[config.mk]
export PLATFORM = sky130hd
export DESIGN_NAME = uart_rx_ctrl
export DESIGN_NICKNAME = d
export VERILOG_FILES = /design/src/rtl/uart_pkg.sv /design/src/rtl/uart_byte_fifo.sv /design/src/rtl/uart_rx_ctrl.sv
export SDC_FILE = /design/constraint.sdc
export NUM_CORES = 1
export LEC_CHECK = 0
export ABC_AREA = 1
export ABC_CLOCK_PERIOD_IN_PS = 1900
export BUFFER_PORTS_ARGS = -buffer_cell sky130_fd_sc_hd__buf_2
export CAP_MARGIN = 10
export CORE_MARGIN = 8
export CORE_UTILIZATION = 45
export DETAILED_ROUTE_END_ITERATION = 6
export PLACE_DENSITY = 0.67
export SLEW_MARGIN = 20
export SYNTH_ARGS = -nofsm -noshare
export SYNTH_HDL_FRONTEND = slang
export SYNTH_SLANG_ARGS = --single-unit
export TNS_END_PERCENT = 20
[constraint.sdc]
create_clock -name Clk -period 1.9 [get_ports Clk]
set_clock_uncertainty 0.1 [all_clocks]
set_input_delay 0.38 -clock Clk [delete_from_list [all_inputs] [get_ports Clk]]
set_output_delay 0.38 -clock Clk [all_outputs]
set_load 0.01 [all_outputs]
[src/rtl/uart_pkg.sv]
// -----------------------------------------------------------------------------
// uart_pkg
// Shared definitions for the UART receive controller:
//   - rx_state_e    : controller state (IDLE, RUN, DRAIN)
//   - NBITS_*       : legal receiver bit counts and the fallback value
//   - TICKS_PER_BIT : Tick strobes per bit period (baud x16)
//   - nbits_legal() : true when a requested bit count is supported
// No ports (package).
// -----------------------------------------------------------------------------
package uart_pkg;

  typedef enum logic [1:0] {
    IDLE  = 2'd0,
    RUN   = 2'd1,
    DRAIN = 2'd2
  } rx_state_e;

  localparam logic [3:0] NBITS_6       = 4'd6;
  localparam logic [3:0] NBITS_7       = 4'd7;
  localparam logic [3:0] NBITS_8       = 4'd8;
  localparam logic [3:0] NBITS_DEFAULT = 4'd8;
  localparam logic [7:0] TICKS_PER_BIT = 8'd16;

  function automatic logic nbits_legal(input logic [3:0] n);
    case (n)
      NBITS_6, NBITS_7, NBITS_8: return 1'b1;
      default:                   return 1'b0;
    endcase
  endfunction

endpackage

[src/rtl/uart_byte_fifo.sv]
// -----------------------------------------------------------------------------
// uart_byte_fifo
// Small byte FIFO between the capture logic and the consumer.
// A push and a pop in the same cycle are both honoured, even when full.
// A pop while empty is ignored; a push while full without a pop is dropped
// (the caller detects that case and flags it).
// Ports:
//   i_clk, i_rst     clock, synchronous active-high reset (flushes contents)
//   i_push, i_data   write request and byte
//   i_pop            read request (advance head)
//   o_data           head byte
//   o_level          occupancy, 0..DEPTH
//   o_full, o_empty  status flags
// -----------------------------------------------------------------------------
module uart_byte_fifo #(
  parameter int DEPTH = 4
) (
  input  logic                   i_clk,
  input  logic                   i_rst,
  input  logic                   i_push,
  input  logic                   i_pop,
  input  logic [7:0]             i_data,
  output logic [7:0]             o_data,
  output logic [$clog2(DEPTH):0] o_level,
  output logic                   o_full,
  output logic                   o_empty
);

  localparam int AW = $clog2(DEPTH);
  localparam logic [AW:0] LVL_FULL = (AW+1)'(DEPTH);
  localparam logic [AW:0] LVL_ZERO = (AW+1)'(0);

  logic [7:0]    r_mem [DEPTH];
  logic [AW-1:0] r_wr_ptr;
  logic [AW-1:0] r_rd_ptr;
  logic [AW:0]   r_count;
  logic          w_do_push;
  logic          w_do_pop;

  assign o_empty   = (r_count == LVL_ZERO);
  assign o_full    = (r_count == LVL_FULL);
  assign w_do_pop  = i_pop & ~o_empty;
  // A full FIFO still accepts a write when the head leaves in the same cycle.
  assign w_do_push = i_push & (~o_full | w_do_pop);
  assign o_data    = r_mem[r_rd_ptr];
  assign o_level   = r_count;

  // Storage, pointers (wrap naturally since DEPTH is a power of two) and count.
  always_ff @(posedge i_clk) begin
    if (i_rst) begin
      r_wr_ptr <= {AW{1'b0}};
      r_rd_ptr <= {AW{1'b0}};
      r_count  <= LVL_ZERO;
      for (int i = 0; i < DEPTH; i++) begin
        r_mem[i] <= 8'h00;
      end
    end else begin
      if (w_do_push) begin
        r_mem[r_wr_ptr] <= i_data;
        r_wr_ptr        <= r_wr_ptr + AW'(1);
      end
      if (w_do_pop) begin
        r_rd_ptr <= r_rd_ptr + AW'(1);
      end
      case ({w_do_push, w_do_pop})
        2'b10:   r_count <= r_count + (AW+1)'(1);
        2'b01:   r_count <= r_count - (AW+1)'(1);
        default: r_count <= r_count;
      endcase
    end
  end

endmodule

[src/rtl/uart_rx_ctrl.sv]
// -----------------------------------------------------------------------------
// uart_rx_ctrl
// Sequences the UART receiver: enables it on request, freezes the bit-count
// configuration while active, drains an in-flight frame on disable, captures
// completed bytes into a FIFO and flags overruns.
// Optional feature macro: UART_RX_CTRL_TIMEOUT_EN (idle-line timeout pulse).
// Ports:
//   Clk, Rst          clock, synchronous active-high reset
//   Tick              baud x16 strobe
//   CfgEn, CfgNBits   receive request and requested data bits (6/7/8)
//   ClrErr            clears Overrun
//   RxDone, RxData    receiver done level and byte
//   RxEn, NBits       receiver enable and bit count
//   OutData/OutValid/OutReady  FIFO head handshake
//   Overrun           sticky byte-dropped flag
//   IdleTimeout       one-cycle idle pulse (0 unless the macro is defined)
//   Level             FIFO occupancy
// -----------------------------------------------------------------------------
module uart_rx_ctrl #(
  parameter int DEPTH       = 4,
  parameter int CAPTURE_DLY = 2
`ifdef UART_RX_CTRL_TIMEOUT_EN
  ,
  parameter int TIMEOUT_TICKS = 320
`endif
) (
  input  logic                   Clk,
  input  logic                   Rst,
  input  logic                   Tick,
  input  logic                   CfgEn,
  input  logic [3:0]             CfgNBits,
  input  logic                   ClrErr,
  input  logic                   RxDone,
  input  logic [7:0]             RxData,
  output logic                   RxEn,
  output logic [3:0]             NBits,
  output logic [7:0]             OutData,
  output logic                   OutValid,
  input  logic                   OutReady,
  output logic                   Overrun,
  output logic                   IdleTimeout,
  output logic [$clog2(DEPTH):0] Level
);

  import uart_pkg::*;

  localparam int DW = $clog2(CAPTURE_DLY + 1);

  rx_state_e     r_state;
  rx_state_e     w_next_state;
  logic          r_rx_en;
  logic [3:0]    r_nbits;
  logic [7:0]    r_frame_cnt;
  logic [7:0]    w_frame_limit;
  logic          w_frame_hit;
  logic          r_rxdone_d;
  logic          r_pend;
  logic [DW-1:0] r_dly;
  logic          w_edge;
  logic          w_push;
  logic          w_lost;
  logic          w_drop;
  logic          r_overrun;
  logic          w_full;
  logic          w_empty;

  // One full frame (start + data + stop) expressed in Tick strobes.
  assign w_frame_limit = TICKS_PER_BIT * ({4'd0, r_nbits} + 8'd2);
  assign w_frame_hit   = Tick & ((r_frame_cnt + 8'd1) >= w_frame_limit);

  // Edges while idle are ignored; the receiver is not supposed to be running.
  assign w_edge = RxDone & ~r_rxdone_d & (r_state != IDLE);
  assign w_push = r_pend & (r_dly == DW'(1));
  // A new edge before the pending byte was sampled discards that byte.
  assign w_lost = w_edge & r_pend & ~w_push;
  assign w_drop = w_push & w_full & ~(OutReady & ~w_empty);

  // Next-state logic of the controller.
  always_comb begin
    w_next_state = r_state;
    case (r_state)
      IDLE: begin
        if (CfgEn) w_next_state = RUN;
        else       w_next_state = IDLE;
      end
      RUN: begin
        if (!CfgEn) w_next_state = DRAIN;
        else        w_next_state = RUN;
      end
      DRAIN: begin
        if (CfgEn)                      w_next_state = RUN;
        else if (w_push || w_frame_hit) w_next_state = IDLE;
        else                            w_next_state = DRAIN;
      end
      default: w_next_state = IDLE;
    endcase
  end

  // State register, receiver enable, bit-count config and drain frame counter.
  always_ff @(posedge Clk) begin
    if (Rst) begin
      r_state     <= IDLE;
      r_rx_en     <= 1'b0;
      r_nbits     <= NBITS_DEFAULT;
      r_frame_cnt <= 8'd0;
    end else begin
      r_state <= w_next_state;
      r_rx_en <= (w_next_state != IDLE);
      if (r_state == IDLE) begin
        r_nbits <= nbits_legal(CfgNBits) ? CfgNBits : NBITS_DEFAULT;
      end
      if (r_state == RUN && w_next_state == DRAIN) begin
        r_frame_cnt <= 8'd0;
      end else if (r_state == DRAIN && Tick) begin
        r_frame_cnt <= r_frame_cnt + 8'd1;
      end
    end
  end

  // RxDone edge detect and capture delay; a new edge restarts the delay.
  always_ff @(posedge Clk) begin
    if (Rst) begin
      r_rxdone_d <= 1'b0;
      r_pend     <= 1'b0;
      r_dly      <= {DW{1'b0}};
    end else begin
      r_rxdone_d <= RxDone;
      if (w_edge) begin
        r_pend <= 1'b1;
        r_dly  <= DW'(CAPTURE_DLY);
      end else if (w_push) begin
        r_pend <= 1'b0;
        r_dly  <= {DW{1'b0}};
      end else if (r_pend) begin
        r_dly <= r_dly - DW'(1);
      end
    end
  end

  // Sticky overrun; a new overrun event wins over a simultaneous clear.
  always_ff @(posedge Clk) begin
    if (Rst) begin
      r_overrun <= 1'b0;
    end else if (w_drop || w_lost) begin
      r_overrun <= 1'b1;
    end else if (ClrErr) begin
      r_overrun <= 1'b0;
    end
  end

  uart_byte_fifo #(
    .DEPTH (DEPTH)
  ) u_fifo (
    .i_clk   (Clk),
    .i_rst   (Rst),
    .i_push  (w_push),
    .i_pop   (OutReady),
    .i_data  (RxData),
    .o_data  (OutData),
    .o_level (Level),
    .o_full  (w_full),
    .o_empty (w_empty)
  );

  assign RxEn     = r_rx_en;
  assign NBits    = r_nbits;
  assign OutValid = ~w_empty;
  assign Overrun  = r_overrun;

`ifdef UART_RX_CTRL_TIMEOUT_EN
  localparam int TW = $clog2(TIMEOUT_TICKS + 1);

  logic [TW-1:0] r_to_cnt;
  logic          r_to_armed;
  logic          r_idle_to;

  // Idle-line timer: armed by a captured byte in RUN, fires once, then waits
  // for the next byte. Leaving RUN disarms it.
  always_ff @(posedge Clk) begin
    if (Rst) begin
      r_to_cnt   <= {TW{1'b0}};
      r_to_armed <= 1'b0;
      r_idle_to  <= 1'b0;
    end else begin
      r_idle_to <= 1'b0;
      if (r_state == RUN) begin
        if (w_push) begin
          r_to_cnt   <= {TW{1'b0}};
          r_to_armed <= 1'b1;
        end else if (r_to_armed && Tick) begin
          if (r_to_cnt == TW'(TIMEOUT_TICKS - 1)) begin
            r_idle_to  <= 1'b1;
            r_to_armed <= 1'b0;
            r_to_cnt   <= {TW{1'b0}};
          end else begin
            r_to_cnt <= r_to_cnt + TW'(1);
          end
        end
      end else begin
        r_to_armed <= 1'b0;
        r_to_cnt   <= {TW{1'b0}};
      end
    end
  end

  assign IdleTimeout = r_idle_to;
`else
  assign IdleTimeout = 1'b0;
`endif

endmodule

Word-level counts from Yosys, hierarchy flattened

Memory sizes are Yosys's and may differ from the RTL's. A register that Yosys moved wholly into a read port is not among the register bits.
Cells that the tools add are included.

Add/sub/neg operators: 7
Multipliers: 0
Div/mod/pow operators: 0
Magnitude comparators: 1
Equality and inequality tests: 10
Shift operators: 0
Muxes and demuxes: 27
Bitwise logic cells: 16
Reduce and logical (&&, ||, !) cells: 16

Operators with widths:

| kind                | number |
|---|---|
| $mux 2              | 9 |
| $mux 1              | 14 |
| $and 1x1->1         | 10 |
| $reduce_bool 2->1   | 5 |
| $add 8x1->8 const B | 1 |
| $eq 4x3->1 const B  | 2 |
| $ge 8x8->1          | 1 |
| $mux 8              | 1 |
| $reduce_or 8->1     | 1 |
| $eq 2x1->1 const B  | 3 |
| $eq 2x2->1 const B  | 3 |
| $pmux 2 s3          | 1 |
| $pmux 3 s2          | 1 |
| $reduce_or 3->1     | 2 |
| $not 1->1           | 5 |
| $add 2x1->2 const B | 2 |
| $add 4x2->4 const B | 1 |
| $eq 4x4->1 const B  | 1 |
| $mux 4              | 1 |
| $add 3x1->3 const B | 1 |
| $eq 3x3->1 const B  | 1 |
| $logic_not 3->1     | 1 |
| $reduce_bool 3->1   | 1 |
| $sub 3x1->3 const B | 1 |
| 6 further kinds     | 8 |

Flip-flop bits (word level): 27
Bits in latches: 0
RAM bits: 32
ROM bits: 0
Bits of input ports: 19
Output and inout port bits: 19
Logic and storage cells: 90
Memories: 1

Memory list:

| name         | depth | bits a word | rd ports | clocked after Yosys merged registers in | wr ports | line                 | RTL |
|---|---|---|---|---|---|---|---|
| u_fifo.r_mem | 4     | 8           | 1        | 1                                       | 4        | uart_byte_fifo.sv:33 | `logic [7:0] r_mem [DEPTH];` |

Logic depth before layout (Yosys ltp)

Word-level depth: 10
Mapped depth: 18
Gate-level depth less buffers: 18

Hierarchy

A second synthesis with hierarchy kept.

Cells, all modules: 330
Area, all modules: 2909.0 um2

By module, submodules not included:

| module         | instances | cells an instance | area an instance (um2) | seq. area each (um2) |
|---|---|---|---|---|
| uart_byte_fifo | 1         | 185               | 1823.0                 | 1141.1 |
| uart_rx_ctrl   | 1         | 145               | 1086.0                 | 400.4 |

Worst setup path before layout

No wires, ideal clock.

Path kind: flip-flop to flip-flop
Start point: register r_dly[0]
End point: memory u_fifo.r_mem[3][0], enable pin
Arrival: 1562 ps
Required time: 1414 ps
Path slack: -149 ps
Stages on the path, launching flop included: 6
Buffers on the path: 0
Cell sequence: dfxtp_1 ha_1 nand2_2 a31oi_4 nand2_1 o21ai_0

RTL lines:

| what                     | line                 | RTL |
|---|---|---|
| start: declaration       | uart_rx_ctrl.sv:58   | `logic [DW-1:0] r_dly;` |
| start signal: assignment | uart_rx_ctrl.sv:125  | `r_dly <= {DW{1'b0}};` |
| start signal: assignment | uart_rx_ctrl.sv:130  | `r_dly <= DW'(CAPTURE_DLY);` |
| start signal: assignment | uart_rx_ctrl.sv:133  | `r_dly <= {DW{1'b0}};` |
| end: declaration         | uart_byte_fifo.sv:33 |  |

Worst setup path in the final report

Start point: register r_frame_cnt[1]
End point: register r_rx_en, in the netlist RxEn

Cells in the longest elaborated chain, start to end: 8

Ends and longest elaborated chain:

| what                     | line                | RTL |
|---|---|---|
| start: declaration       | uart_rx_ctrl.sv:53  | `logic [7:0] r_frame_cnt;` |
| start signal: assignment | uart_rx_ctrl.sv:115 | `r_frame_cnt <= r_frame_cnt + 8'd1;` |
| $add 8x1->8              | uart_rx_ctrl.sv:69  | `assign w_frame_hit = Tick & ((r_frame_cnt + 8'd1) >= w_frame_limit);` |
| $ge 8x8->1               | uart_rx_ctrl.sv:69  |  |
| $and 1x1->1              | uart_rx_ctrl.sv:69  |  |
| $logic_or 1x1->1         | uart_rx_ctrl.sv:92  | `else if (w_push \|\| w_frame_hit) w_next_state = IDLE;` |
| $mux 2                   | uart_rx_ctrl.sv:92  |  |
| $mux 2                   | uart_rx_ctrl.sv:91  | `if (CfgEn) w_next_state = RUN;` |
| $pmux 2 s3               | uart_rx_ctrl.sv:81  | `case (r_state)` |
| $reduce_bool 2->1        | uart_rx_ctrl.sv:108 | `r_rx_en <= (w_next_state != IDLE);` |
| end signal: assignment   | uart_rx_ctrl.sv:108 |  |
| end: declaration         | uart_rx_ctrl.sv:51  | `logic r_rx_en;` |

No other way between the ends.
A chain may end at the register's enable or synchronous reset.

==> out/results.ini <==
[worst_setup_path]
path_depth=18
cpMostUsedCell=nand2_1
path_class=flop to flop
required_ns=2.04
critical_path_buf_inv_count=1
crit_slowest_cell=dfxtp_4
crit_path_max_fanout=3
ff2ff_setup_slack_ns=-0.08
crit_path_cell_trace=ha_4 -> nand2_2 -> inv_2 -> nand2_2 -> nor2_2 -> xor2_1 -> ha_1 -> nand2_1 -> nor2_1 -> nand2_1 -> nor2_1 -> nand2_1 -> nand2_1 -> nand2_1 -> nand2_1 -> nand2_1 -> nand2_1 -> nand2_1
critPathMaxStageDelay_ns=0.36
r2r-start=r_frame_cnt[1]$_SDFFE_PP0P_
cp-endpoint=RxEn$_SDFF_PP0_
cp-end-kind=flop
startpoint=r_frame_cnt[1]$_SDFFE_PP0P_
arrival_ns=2.12
ff2ff_path_depth=18
path_delay_family=simple AND/OR/NAND/NOR gates
r2r-end=RxEn$_SDFF_PP0_
critPathLaunchType=flop

[clock_network]
clock_latency_ns=0.34
cts_tree=done
clk_pin_slew_ns=0.07
cts_buffers=9
cts_sinks=61
clockBufferDepth=2
htree_levels=3
cts-root-buf=clkbuf_8

[power]
switching_share=0.227
pwr-share-seq=0.498
combPwrFrac=0.074
p_per_area_mw_per_mm2=793
power.leakage_nw=1.70
internal_power_w=0.00225
p_sw_w=0.000658
vdd_drop_max_v=0.000498
pwr-share-clk=0.428

[detailed_routing]
routed_wl_mm=6.10
met1Wirelength_mm=2.83
wl_per_cell_um=13.0
wl_met3_um=334
top_layer=met4
route.vias.total=2241
detail-route-antenna-nets=0
via_per_inst=4.79
wl_met2_mm=2.82
drtPass1Iterations=4
drc=0
drtIter0Drc=111

[status]
violations=setup timing
outcome=finished, violations left

[placement]
dp.cells=450
hpwl_mm=4.27
place.gp.congestion=0.769
numPortBuffers=36

[yosys]
synth_compound_area_frac=0.119
synth_top_family_by_area=simple AND/OR/NAND/NOR gates
synth_area_leader_cell=edfxtp_1
ys_seq_area_frac=0.549
yosysWarnings=0
synth_nets=343
ys_ff_latch=61
yosys-mux-area-fraction=0
synthXorXnorAreaFrac=0.0218
synth_cell_types=30
syn_area_per_cell_um2=8.95
synth_fa_ha_area_frac=0.0472
synthTopCellsByArea=edfxtp_1 34%, dfxtp_1 21%, nor2_1 9.6%
syn_area_mm2=0.00281
synth_cells=314
yosys.area_share.simple=0.191
synth_top_area_frac=0.342

[timing]
fin_crit_sh=1.04
hold_slack_ns=0.177
rsz0062_at_grt=true
max_freq_ghz=0.505
setup_viol=2
layout_setup_ws_ns=-0.0784
hold_viol_final=0
finalMaxSlewViolations=0
period_needed_ns=1.98

[die]
die_area_mm2=0.00903
dieWidth_um=95.0
io_pins=38
placementRows=28
start_util=0.469
core_area_mm2=0.00599
die_h_um=95.0

[global_route]
grt_pass1_vias=2200
grt_pass1_wl_mm=9.77
antenna_found_initial=0
grt-ovfl-total=0
grt_max_degree=17
track_usage=0.142

[layout]
n_fill_cell=502
multiInputGateArea_mm2=0.00116
area_growth_pct=30.2
drive_gt1_frac=0.316
final_util=0.611
seq_area_mm2=0.00156
num_antenna_cells=0
final_cells=468
final_nets=417

[job]
drv_cap=0

[hold_path]
min_path_type=primary input to flop

## placed cells by master (no fill, tap or decap), drive strengths merged, types with 3 or more instances in the layout
| cell | Yosys | final |
|---|---|---|
| nand2 | 39 | 39 |
| nor2 | 73 | 73 |
| nand4 | 3 | 3 |
| nand3 | 4 | 4 |
| a21oi | 18 | 18 |
| inv | 47 | 47 |
| clkbuf | 2 | 9 |
| o22ai | 8 | 8 |
| edfxtp | 32 | 32 |
| xor2 | 5 | 5 |
| nor3 | 3 | 3 |
| clkinv | 0 | 4 |
| ha | 9 | 9 |
| buf | 3 | 68 |
| o21ai | 29 | 29 |
| dfxtp | 29 | 29 |
## per-stage QoR
| step | TNS [ns] | cell area [µm²] | total power [W] | setup slack, ns |
|---|---|---|---|---|
| 2_1_floorplan | -0.247 | 2810 | 0.00159 | -0.109 |
| 3_3_place_gp | -0.335 | 3310 | 0.00167 | -0.124 |
| 3_5_place_dp | -0.461 | 3310 | 0.00168 | -0.154 |
| 4_1_cts | -0.143 | 3560 | 0.00291 | -0.0697 |
| 5_1_grt | -0.691 | 3660 | 0.00302 | -0.283 |
| 6_report | -0.151 | 3660 | 0.00290 | -0.0784 |
## state kept, by name, summed over array words and instances, names as in the netlist, 2 cells and up, named ones only
register         flops
r_frame_cnt          8
u_fifo.r_wr_ptr      2
u_fifo.r_rd_ptr      2
NBits                4
r_state              2
u_fifo.r_mem        32
r_dly                2
u_fifo.o_level       3
## logic make-up after synthesis
family	after synthesis
simple gates	124
flops	61
compound gates	59
buf+inv	52
fa+ha+maj	10
xor+xnor	7
other cells	1
## worst reg2reg max path: stages (launching register included)
cell     delay (ns)
dfxtp_4        0.36
ha_4           0.16
nand2_2        0.05
inv_2          0.04
nand2_2        0.08
nor2_2         0.05
xor2_1         0.17
ha_1           0.28
nand2_1        0.06
nor2_1         0.08
nand2_1        0.05
nor2_1         0.08
nand2_1        0.05
nand2_1        0.05
nand2_1        0.04
nand2_1        0.05
nand2_1        0.04
nand2_1        0.07
nand2_1        0.05
## synth_stat cells
cell type and instances:
nand2_2 1, buf_4 1, o21bai_1 1, a21o_1 1, nor2_8 1, fa_1 1
edfxtp_1 32, nand2_1 35, nor3_1 3, nand3_1 4, dfxtp_1 29, nor4_1 1
nor2_1 72, o21ai_2 1, o22ai_1 8, xor2_1 5, nand3b_1 1, conb_1 1
nand4_1 2, buf_2 2, clkbuf_1 2, xnor2_1 2, nand2_4 3, inv_1 47
ha_1 9, a21oi_1 18, a31oi_4 1, nand4_2 1, o221ai_1 1, o21ai_0 28
## cell type report
cell class,count,share of cell area
sequential,61,0.426
tap,75,0.0256
timing repair buffer,68,0.124
multi-input combinational,201,0.318
clock inverter,7,0.0246
clock buffer,9,0.0338
inverter,47,0.0489
## power groups by stage
stage | Clock, W | Combinational [W] | Sequential, W
2_1_floorplan | 0 | 0.000110 | 0.00148
3_3_place_gp | 0 | 0.000200 | 0.00147
3_5_place_dp | 0 | 0.000204 | 0.00147
4_1_cts | 0.00126 | 0.000207 | 0.00145
5_1_grt | 0.00133 | 0.000244 | 0.00145
6_report | 0.00124 | 0.000215 | 0.00145
## worst min path at each step
stage	slack, ns	cells past startpoint	endpoint	startpoint
floorplan	0.34	2	flop	u_fifo.r_rd_ptr[1]$_SDFFE_PP0P_
global placement	0.35	2	flop	u_fifo.r_rd_ptr[1]$_SDFFE_PP0P_
detailed placement	0.36	2	u_fifo.r_rd_ptr[1]$_SDFFE_PP0P_	u_fifo.r_rd_ptr[1]$_SDFFE_PP0P_
CTS	0.17	3	r_rxdone_d$_SDFF_PP0_	RxDone
global route	0.17	3	r_rxdone_d$_SDFF_PP0_	RxDone
finish	0.18	3	r_rxdone_d$_SDFF_PP0_	RxDone
## repair_timing
item                                    in CTS  in global routing
resized for setup                           15                 30
hold buffers                                 0                  0
pin swaps                                    4                 10
buffers inserted                             1                  1
gates cloned                                 0                  0
endpoints found under the setup margin       8                 28
## per-layer routing
| layer | vias up | GRT usage |
|---|---|---|
| met4 | 0 | 0.0702 |
| met5 | - | 0 |
| met2 | 63 | 0.224 |
| met1 | 994 | 0.175 |
| li1 | 1172 | - |
| met3 | 12 | 0.0385 |
(Power assumes the default switching activity.)
